## src/rtl/run_monitor_pkg.sv

```systemverilog
// Shared types for the run monitor: FSM states, termination causes and the
// registered result record.
package run_monitor_pkg;

    localparam int unsigned ADDR_W  = 32;
    localparam int unsigned DATA_W  = 32;
    localparam int unsigned CAUSE_W = 3;
    localparam int unsigned EXIT_W  = DATA_W - 1;

    typedef enum logic [1:0] {
        RM_IDLE = 2'd0,
        RM_RUN  = 2'd1,
        RM_DONE = 2'd2
    } rm_state_e;

    typedef enum logic [CAUSE_W-1:0] {
        CAUSE_NONE    = 3'd0,
        CAUSE_ECALL   = 3'd1,
        CAUSE_EBREAK  = 3'd2,
        CAUSE_TOHOST  = 3'd3,
        CAUSE_TIMEOUT = 3'd4
    } rm_cause_e;

    typedef struct packed {
        logic              done;
        logic              pass;
        rm_cause_e         cause;
        logic [EXIT_W-1:0] exit_code;
    } rm_result_t;

    localparam rm_result_t RESULT_RST = '{
        done:      1'b0,
        pass:      1'b0,
        cause:     CAUSE_NONE,
        exit_code: '0
    };

    // A store only ends the run when it hits the exit register with bit 0 set.
    function automatic logic tohost_hit(
        input logic              mem_write,
        input logic [ADDR_W-1:0] adr,
        input logic [DATA_W-1:0] data,
        input logic [ADDR_W-1:0] tohost_addr
    );
        return mem_write && (adr == tohost_addr) && data[0];
    endfunction

endpackage

```

## src/rtl/sat_counter.sv

```systemverilog
// Up-counter that sticks at all-ones instead of wrapping.
module sat_counter
    import run_monitor_pkg::*;
#(
    parameter int unsigned W = 32
) (
    input  logic         clk,
    input  logic         reset,
    input  logic         inc,
    output logic [W-1:0] count
);

    logic [W-1:0] count_q;
    logic [W-1:0] count_d;

    always_comb begin
        count_d = count_q;
        if (inc && (count_q != {W{1'b1}})) begin
            count_d = count_q + W'(1);
        end
    end

    always_ff @(posedge clk or posedge reset) begin
        if (reset) begin
            count_q <= '0;
        end else begin
            count_q <= count_d;
        end
    end

    assign count = count_q;

endmodule

```

## src/rtl/run_monitor.sv

```systemverilog
// Watches a core for the end of a test run (tohost store, EBREAK, ECALL or
// watchdog) and latches a sticky, registered verdict plus run statistics.
module run_monitor
    import run_monitor_pkg::*;
#(
    parameter int unsigned CNT_W          = 32,
    parameter int unsigned TIMEOUT_CYCLES = 100000,
    parameter logic [31:0] TOHOST_ADDR    = 32'h0000_1000
) (
    input  logic              clk,
    input  logic              reset,
    input  logic              en,
    input  logic              Ecall,
    input  logic              Ebreak,
    input  logic              MemWrite,
    input  logic [31:0]       DataAdr,
    input  logic [31:0]       WriteData,
    output logic              done,
    output logic              pass,
    output logic [2:0]        cause,
    output logic [30:0]       exit_code,
    output logic [CNT_W-1:0]  cycle_count,
    output logic [CNT_W-1:0]  store_count
);

    // Compare in 64 bits so a watchdog limit wider than CNT_W never aliases.
    localparam logic [63:0] TIMEOUT_LAST = 64'(TIMEOUT_CYCLES) - 64'd1;
    localparam bit          TIMEOUT_EN   = (TIMEOUT_CYCLES != 0);

    rm_state_e  state_q;
    rm_state_e  state_d;
    rm_result_t res_q;
    rm_result_t res_d;

    logic              running;
    logic              ev_tohost;
    logic              ev_timeout;
    logic [EXIT_W-1:0] store_code;

    assign running    = (state_q == RM_RUN);
    assign ev_tohost  = tohost_hit(MemWrite, DataAdr, WriteData, TOHOST_ADDR);
    assign ev_timeout = TIMEOUT_EN && (64'(cycle_count) == TIMEOUT_LAST);
    assign store_code = WriteData[DATA_W-1:1];

    always_comb begin
        state_d = state_q;
        res_d   = res_q;
        case (state_q)
            RM_IDLE: begin
                if (en) begin
                    state_d = RM_RUN;
                end
            end
            RM_RUN: begin
                // Priority chain: only the highest-ranked event is recorded.
                if (ev_tohost) begin
                    state_d         = RM_DONE;
                    res_d.done      = 1'b1;
                    res_d.cause     = CAUSE_TOHOST;
                    res_d.exit_code = store_code;
                    res_d.pass      = (store_code == '0);
                end else if (Ebreak) begin
                    state_d         = RM_DONE;
                    res_d.done      = 1'b1;
                    res_d.cause     = CAUSE_EBREAK;
                    res_d.exit_code = '0;
                    res_d.pass      = 1'b0;
                end else if (Ecall) begin
                    state_d         = RM_DONE;
                    res_d.done      = 1'b1;
                    res_d.cause     = CAUSE_ECALL;
                    res_d.exit_code = '0;
                    res_d.pass      = 1'b1;
                end else if (ev_timeout) begin
                    state_d         = RM_DONE;
                    res_d.done      = 1'b1;
                    res_d.cause     = CAUSE_TIMEOUT;
                    res_d.exit_code = '0;
                    res_d.pass      = 1'b0;
                end
            end
            RM_DONE: begin
                state_d = RM_DONE;
            end
            default: begin
                state_d = RM_IDLE;
            end
        endcase
    end

    always_ff @(posedge clk or posedge reset) begin
        if (reset) begin
            state_q <= RM_IDLE;
            res_q   <= RESULT_RST;
        end else begin
            state_q <= state_d;
            res_q   <= res_d;
        end
    end

    // Both counters advance on the terminating edge too, then freeze in DONE.
    sat_counter #(.W(CNT_W)) u_cycle_cnt (
        .clk   (clk),
        .reset (reset),
        .inc   (running),
        .count (cycle_count)
    );

    sat_counter #(.W(CNT_W)) u_store_cnt (
        .clk   (clk),
        .reset (reset),
        .inc   (running && MemWrite),
        .count (store_count)
    );

    assign done      = res_q.done;
    assign pass      = res_q.pass;
    assign cause     = res_q.cause;
    assign exit_code = res_q.exit_code;

endmodule

```

## config.mk

```make
export PLATFORM = sky130hd
export DESIGN_NAME = run_monitor
export DESIGN_NICKNAME = d
export VERILOG_FILES = /design/src/rtl/run_monitor_pkg.sv /design/src/rtl/sat_counter.sv /design/src/rtl/run_monitor.sv
export SDC_FILE = /design/constraint.sdc
export NUM_CORES = 1
export LEC_CHECK = 0
export BUFFER_PORTS_ARGS = -buffer_cell sky130_fd_sc_hd__buf_2
export CAP_MARGIN = 20
export CELL_PAD_IN_SITES_DETAIL_PLACEMENT = 0
export CELL_PAD_IN_SITES_GLOBAL_PLACEMENT = 2
export CORE_UTILIZATION = 33
export DETAILED_ROUTE_END_ITERATION = 10
export PLACE_DENSITY_LB_ADDON = 0.1
export SYNTH_ARGS = -nofsm -noshare
export SYNTH_HDL_FRONTEND = slang
export SYNTH_SLANG_ARGS = --single-unit
```

## constraint.sdc

```tcl
create_clock -name clk -period 5.6 [get_ports clk]
set_input_delay 0.84 -clock clk [delete_from_list [all_inputs] [get_ports clk]]
set_output_delay 0.84 -clock clk [all_outputs]
set_load 0.005 [all_outputs]
```

==> impl_metrics.yaml, run 1 <==
status:
  status: "finished, final reports clean"
timing:
  rsz0062_at_grt: "no"
  fin_setup_tns_ps: 0
  fmax_ghz: 0.347
  hold_viol: 0
  fin_ws_ps: 2710
  setup_viol: 0
  drv_slew: 0
  slew_headroom_pct: 36.2
  skew_ps: 7.30
  post-route-period-util_pct: 51.5
  hold_ws_ps: 479
  tightest_slew_ps: 957
  min_period_ps: 2890
critical_path:
  worstPathRequired_ps: 5850
  crit_path_end_kind: "flip-flop"
  crit_type: "input port to flip-flop"
  crit_path_start_kind: "input port"
  worstPathMaxFanout: 22
  cp.arrival_ps: 3130
placed_design:
  place_area_sq_um: 5780
  post-dp-hpwl_mm: 9.09
  gp_congestion: 0.748
  pre_cts_slack_ps: 2320
  dpl.cell_count: 763
  io_buffer_count: 169
power_and_ir_drop:
  p_int_mw: 1.26
  p_clk_share_pct: 37.0
  power_per_cell_area_nw_per_um2: 288
  sequentialPowerShare_pct: 47.6
  p_switching_mw: 0.490
  report.power.total_mw: 1.75
  irDropWorstVdd_v: 0.000168
  comb_power_share_pct: 15.4
  p_sw_share_pct: 28.0
  p_leak_nw: 3.09
synth:
  yosys.area_share.adder_pct: 1.07
  synth-edff-count: 0
  synth_largest_area_cell: "dfrtp_1"
  ys_async_sr_fraction_pct: 100
  dominantRegCellSynth: "dfrtp_1"
  syn_nets: 491
  syn_inst: 417
  yosys.area_share.simple_pct: 21.0
  netlist_top_cells_area: "dfrtp_1 (55%), xnor2_1 (7.7%), a22o_1 (6.0%)"
  synthMuxAreaShare_pct: 0.725
  yosysTopAreaCellShare_pct: 54.8
  synthXorXnorAreaFrac_pct: 11.1
  synth.avg_cell_area_sq_um: 11.2
  synth_compound_area_share_pct: 9.69
  yosys_warnings: 0
  synth-seq-area-share_pct: 54.8
  synth_top_family_by_area: "simple AND/OR/NAND/NOR gates"
  syn-cell-area_sq_um: 4660
  synth-seq-cells: 102
  synth_cell_types: 42
final_layout:
  area.growth.synth_to_final_pct: 30.7
  final_core_util_pct: 44.0
  drive_gt1_share_pct: 34.9
  final_cell_mix: "buf_2 (169), dfrtp_1 (102), xnor2_1 (41)"
  layout_commonest_cell: "buf_2"
  stdcell_count: 779
  num_antenna_cells: 0
  final_area_sq_um: 6090
  final_nets: 668
  fillerInstances: 1353
clocking:
  ctsResizeCount: 0
  cts.hold.buffers_added: 0
  cts_tree: "built"
  clock-sinks: 102
  clkTransAtPathRegs_ps: 70
  cts_setup_buffers: 0
  clockBufferDepth: 2
  clock_latency_ps: 350
  cts_buffers: 9
  cts_max_level: 3
  root_buffer: "clkbuf_16"
route:
  first_pass_iters: 4
  drc_errors: 0
  routedWlPerCell_microns: 15.8
  routed_wl_mm: 12.3
  vias: 3902
  ant_nets: 0
  drt-vias-per-instance: 5.01
  drtIter0Drc: 142
global_routing:
  grt_use_total_pct: 17.3
  grt_pass1_vias: 3845
  antenna_found_initial: 0
  grt_max_degree: 60
  grt-ovfl-total: 0
  grt_first_pass_wirelength_mm: 19.6
job:
  cap_violations: 0
floorplanning:
  die_w_microns: 121
  rows: 43
  core_area_sq_um: 13800
  ios: 170
  start_util_pct: 33.7
  die_y_microns: 121
  die_area_sq_um: 14600
hold_path:
  min_path_type: "flip-flop to flip-flop"
metal layers:
metal,vias up,share of wire [%],track usage (%),routed length [microns]
met4,0,1.0,4.40,123
met2,78,48,27.7,5940
met3,12,4.3,5.14,532
li1,1890,-,-,-
met5,-,0,0,0
met1,1922,46,22.7,5700
critical path, cell delays in order:
cell     delay [ps]
buf_2            90
nor4b_1         550
nand4_1         380
o31ai_2         570
o31ai_4         250
buf_16          250
a22o_1          180
area by class of cell:
type	count	area [sq um]	area share, %
sequential	102	2550	41.9
multi-input combinational	295	2050	33.7
timing repair buffer	174	903	14.8
clock buffer	9	225	3.70
tap	180	225	3.70
clock inverter	7	83.8	1.38
inverter	12	47.5	0.781
cells by family (layout without fill, tap and decap cells):
family                     count (synthesis)  in the layout
muxes                                      3              3
AOI/OAI and AO/OA                         55             55
and+or+nand+nor                          174            174
DFF                                      102            102
buffers and inverters                     20            202
xor gates and xnor gates                  59             59
adders and majority gates                  4              4
path summary, 6_finish.rpt:
check	slack, ps	depth (start not counted)	startpoint	end
hold / removal	480	1	done$_DFFE_PP0P_	done$_DFFE_PP0P_
hold reg to reg	480	1	done$_DFFE_PP0P_	done$_DFFE_PP0P_
setup reg to reg	3030	5	state_q[1]$_DFFE_PP0P_	u_store_cnt.count[1]$_DFFE_PP0P_
setup / recovery	2710	7	DataAdr[24]	exit_code[18]$_DFFE_PP0P_
max in group asynchronous	3920	3	reset	u_cycle_cnt.count[7]$_DFFE_PP0P_
min in group asynchronous	610	2	reset	exit_code[25]$_DFFE_PP0P_
state kept, by name, summed over array words and instances (netlist names):
| signal | count |
|---|---|
| done | 1 |
| cause | 3 |
| u_store_cnt.count | 32 |
| u_cycle_cnt.count | 32 |
| exit_code | 31 |
| pass | 1 |
| state_q | 2 |
power by group through the flow:
| stage | Clock, mW | Sequential (mW) | Combinational (mW) |
|---|---|---|---|
| 2_1_floorplan | 0 | 0.846 | 0.144 |
| 3_3_place_gp | 0 | 0.847 | 0.256 |
| 3_5_place_dp | 0 | 0.849 | 0.274 |
| 4_1_cts | 0.673 | 0.835 | 0.275 |
| 5_1_grt | 0.697 | 0.844 | 0.304 |
| 6_report | 0.648 | 0.835 | 0.270 |
synthesized netlist by cell type (all sizes together), types with 2 or more instances:
library cell / instances
nor2: 29
xor2: 18
nor4: 20
o21a: 2
inv: 12
or3: 2
nand3: 26
a21oi: 7
nor4b: 3
xnor2: 41
and3: 10
and2: 2
nor3: 10
nand2: 31
a31oi: 4
a22o: 32
ha: 4
nand4: 26
o21ai: 2
mux2: 3
dfrtp: 102
o31ai: 2
and4: 11
clkbuf: 8
(Power assumes the default switching activity.)
==> run 2, diff against run 1 <==
--- a/config.mk
+++ b/config.mk
@@ -5,11 +5,12 @@
 export SDC_FILE = /design/constraint.sdc
 export NUM_CORES = 1
 export LEC_CHECK = 0
+export ABC_AREA = 1
 export BUFFER_PORTS_ARGS = -buffer_cell sky130_fd_sc_hd__buf_2
 export CAP_MARGIN = 20
 export CELL_PAD_IN_SITES_DETAIL_PLACEMENT = 0
 export CELL_PAD_IN_SITES_GLOBAL_PLACEMENT = 2
-export CORE_UTILIZATION = 33
+export CORE_UTILIZATION = 25
 export DETAILED_ROUTE_END_ITERATION = 10
 export PLACE_DENSITY_LB_ADDON = 0.1
 export SYNTH_ARGS = -nofsm -noshare
==> constraint.sdc (replaced) <==
create_clock -name clk -period 2.6 [get_ports clk]
set_input_delay 0.39 -clock clk [delete_from_list [all_inputs] [get_ports clk]]
set_output_delay 0.39 -clock clk [all_outputs]
set_load 0.005 [all_outputs]
==> run 2 against run 1 <==
Against the previous run:
- total power increased to 2.6 times the previous value
- area after synthesis increased by 26%
- final cell count grew 70%
- sequential power is 140% higher
- register-to-register slack got worse by 2500 ps
- critical path depth is 3 higher
- combinational power rose to 4.3 times the previous value
- die area grew 66%
- first-iteration DRC count increased by 80%
- clock skew increased by 3.3 ps
- count of clock-buffer cells in the layout unchanged
- critical path type is now flip-flop to flip-flop
- highest routed layer unchanged
==> impl_metrics.yaml, run 2 <==
synth:
  synth_largest_area_cell: "dfrtp_1"
  netlist_top_cells_area: "dfrtp_1 (43%), nand2_1 (19%), nor2_1 (8.5%)"
  syn_nets: 910
  syn_inst: 836
  synth_cell_types: 24
  synth-seq-cells: 102
  synth-edff-count: 0
  syn-cell-area_sq_um: 5890
  synth_most_common_cell: "nand2_1"
  ys_async_sr_fraction_pct: 100
  ys_top_cells_by_count: "nand2_1 (295), nor2_1 (134), dfrtp_1 (102)"
  synth.avg_cell_area_sq_um: 7.05
  dominantRegCellSynth: "dfrtp_1"
  yosys_warnings: 0
  synth-seq-area-share_pct: 43.3
  yosysTopAreaCellShare_pct: 43.3
timing:
  fin_setup_tns_ps: 0
  hold_viol: 0
  post-route-period-util_pct: 79.4
  slew_headroom_pct: 51.0
  skew_ps: 10.6
  hold_ws_ps: 201
  fmax_ghz: 0.484
  rsz0062_at_grt: "no"
  setup_viol: 0
  tightest_slew_ps: 735
  min_period_ps: 2060
  drv_slew: 0
final_layout:
  final_core_util_pct: 32.4
  area.growth.synth_to_final_pct: 25.8
  drive_gt1_share_pct: 21.5
  final_cell_mix: "nand2_1 (294), buf_2 (169), nor2_1 (134)"
  layout_commonest_cell: "nand2_1"
  final_area_sq_um: 7410
  final_nets: 1078
  num_antenna_cells: 0
clocking:
  clock_latency_ps: 360
  root_buffer: "clkbuf_16"
  clock-sinks: 102
  clkTransAtPathRegs_ps: 80
  cts_max_level: 3
  cts_setup_buffers: 0
  cts_tree: "built"
  ctsResizeCount: 0
  cts_buffers: 9
  clockBufferDepth: 2
  cts.hold.buffers_added: 0
floorplanning:
  die_y_microns: 156
  die_w_microns: 156
  die_area_sq_um: 24200
  core_area_sq_um: 22800
  ios: 170
  rows: 55
  start_util_pct: 25.8
route:
  ant_nets: 0
  first_pass_iters: 4
  drt-vias-per-instance: 4.30
  routed_wl_mm: 19.2
  vias: 5686
  drc_errors: 0
  routedWlPerCell_microns: 14.5
  drtIter0Drc: 255
power_and_ir_drop:
  p_leak_nw: 3.58
  power_per_cell_area_nw_per_um2: 612
  irDropWorstVdd_v: 0.000282
  report.power.total_mw: 4.54
global_routing:
  grt-ovfl-total: 0
  grt_max_degree: 103
  grt_use_total_pct: 16.4
  antenna_found_initial: 0
  grt_pass1_vias: 5634
  grt_first_pass_wirelength_mm: 30.9
placed_design:
  gp_congestion: 0.790
  place_area_sq_um: 7120
  post-dp-hpwl_mm: 14.7
  io_buffer_count: 169
critical_path:
  cp.arrival_ps: 2290
  r2r_cells: 10
  worstPathRequired_ps: 2830
  critPathLaunch: "u_store_cnt.count[1]$_DFFE_PP0P_"
  r2r_end: "u_store_cnt.count[29]$_DFFE_PP0P_"
  crit_path_end_kind: "flip-flop"
  worstPathMaxFanout: 38
  rrSetupSlack_ps: 540
  crit_type: "flip-flop to flip-flop"
  r2r-start: "u_store_cnt.count[1]$_DFFE_PP0P_"
  crit_path_start_kind: "flip-flop"
status:
  status: "finished, final reports clean"
job:
  cap_violations: 0
hold_path:
  min_path_type: "input port to async pin"
run 2: kinds of logic (layout without fill, tap and decap cells):
family                   Yosys count  count (layout)  synth area share, %
flip-flops                       102             102                 43.3
AO/OA/AOI/OAI                     62              62                 5.52
AND/OR/NAND/NOR                  517             517                 35.8
buffers and inverters            100             273                 6.94
XOR/XNOR                          51              51                 7.58
adder cells (fa/ha/maj)            4               4                0.849
run 2: layout make-up:
| type | instances | area (sq um) |
|---|---|---|
| clock buffers | 9 | 225 |
| clock inverters | 7 | 65.1 |
| fillers | 2612 | 15400 |
| inverters | 79 | 300 |
| multi-input cells | 634 | 2940 |
| flip-flops and latches | 102 | 2550 |
| well taps | 313 | 392 |
| repair buffers | 178 | 938 |
run 2: how the worst max path moves through the flow:
stage	endpoint	cells past startpoint
final	u_store_cnt.count[29]$_DFFE_PP0P_	10
after global routing	u_store_cnt.count[25]$_DFFE_PP0P_	9
after CTS	u_store_cnt.count[29]$_DFFE_PP0P_	10
after detailed placement	u_store_cnt.count[29]$_DFFE_PP0P_	10
after global placement	exit_code[4]$_DFFE_PP0P_	9
after floorplan	u_store_cnt.count[4]$_DFFE_PP0P_	12
run 2: routing by layer:
metal	wire (microns)	global-route usage [%]	part of all wire (%)	up-vias
li1	-	-	-	2955
met4	151	3.50	0.79	0
met2	9290	28.4	48	96
met3	628	2.61	3.3	11
met5	0	0	0	-
met1	9140	21.6	48	2624
run 2: stage by stage:
step           worst slack, ps  std cells
4_1_cts                    505       1322
3_5_place_dp               528       1306
2_1_floorplan              762        836
3_3_place_gp               540       1306
5_1_grt                    344       1322
6_report                   535       1322
run 2: power by group:
group / switching, mW / total, mW / internal (mW)
logic: 0.737 / 1.17 / 0.430
clock network: 0.702 / 1.38 / 0.676
registers: 0.217 / 1.99 / 1.77
run 2: worst max-delay path, cell delays in order, from the launching register on:
cell and delay, ps:
dfrtp_1 420, ha_1 270, inv_2 90, nor3_4 160, nand2_2 110, nor3_2 170, nand2_1 100, nand2_2 90
inv_2 280, nand2_1 190, o21ai_2 60
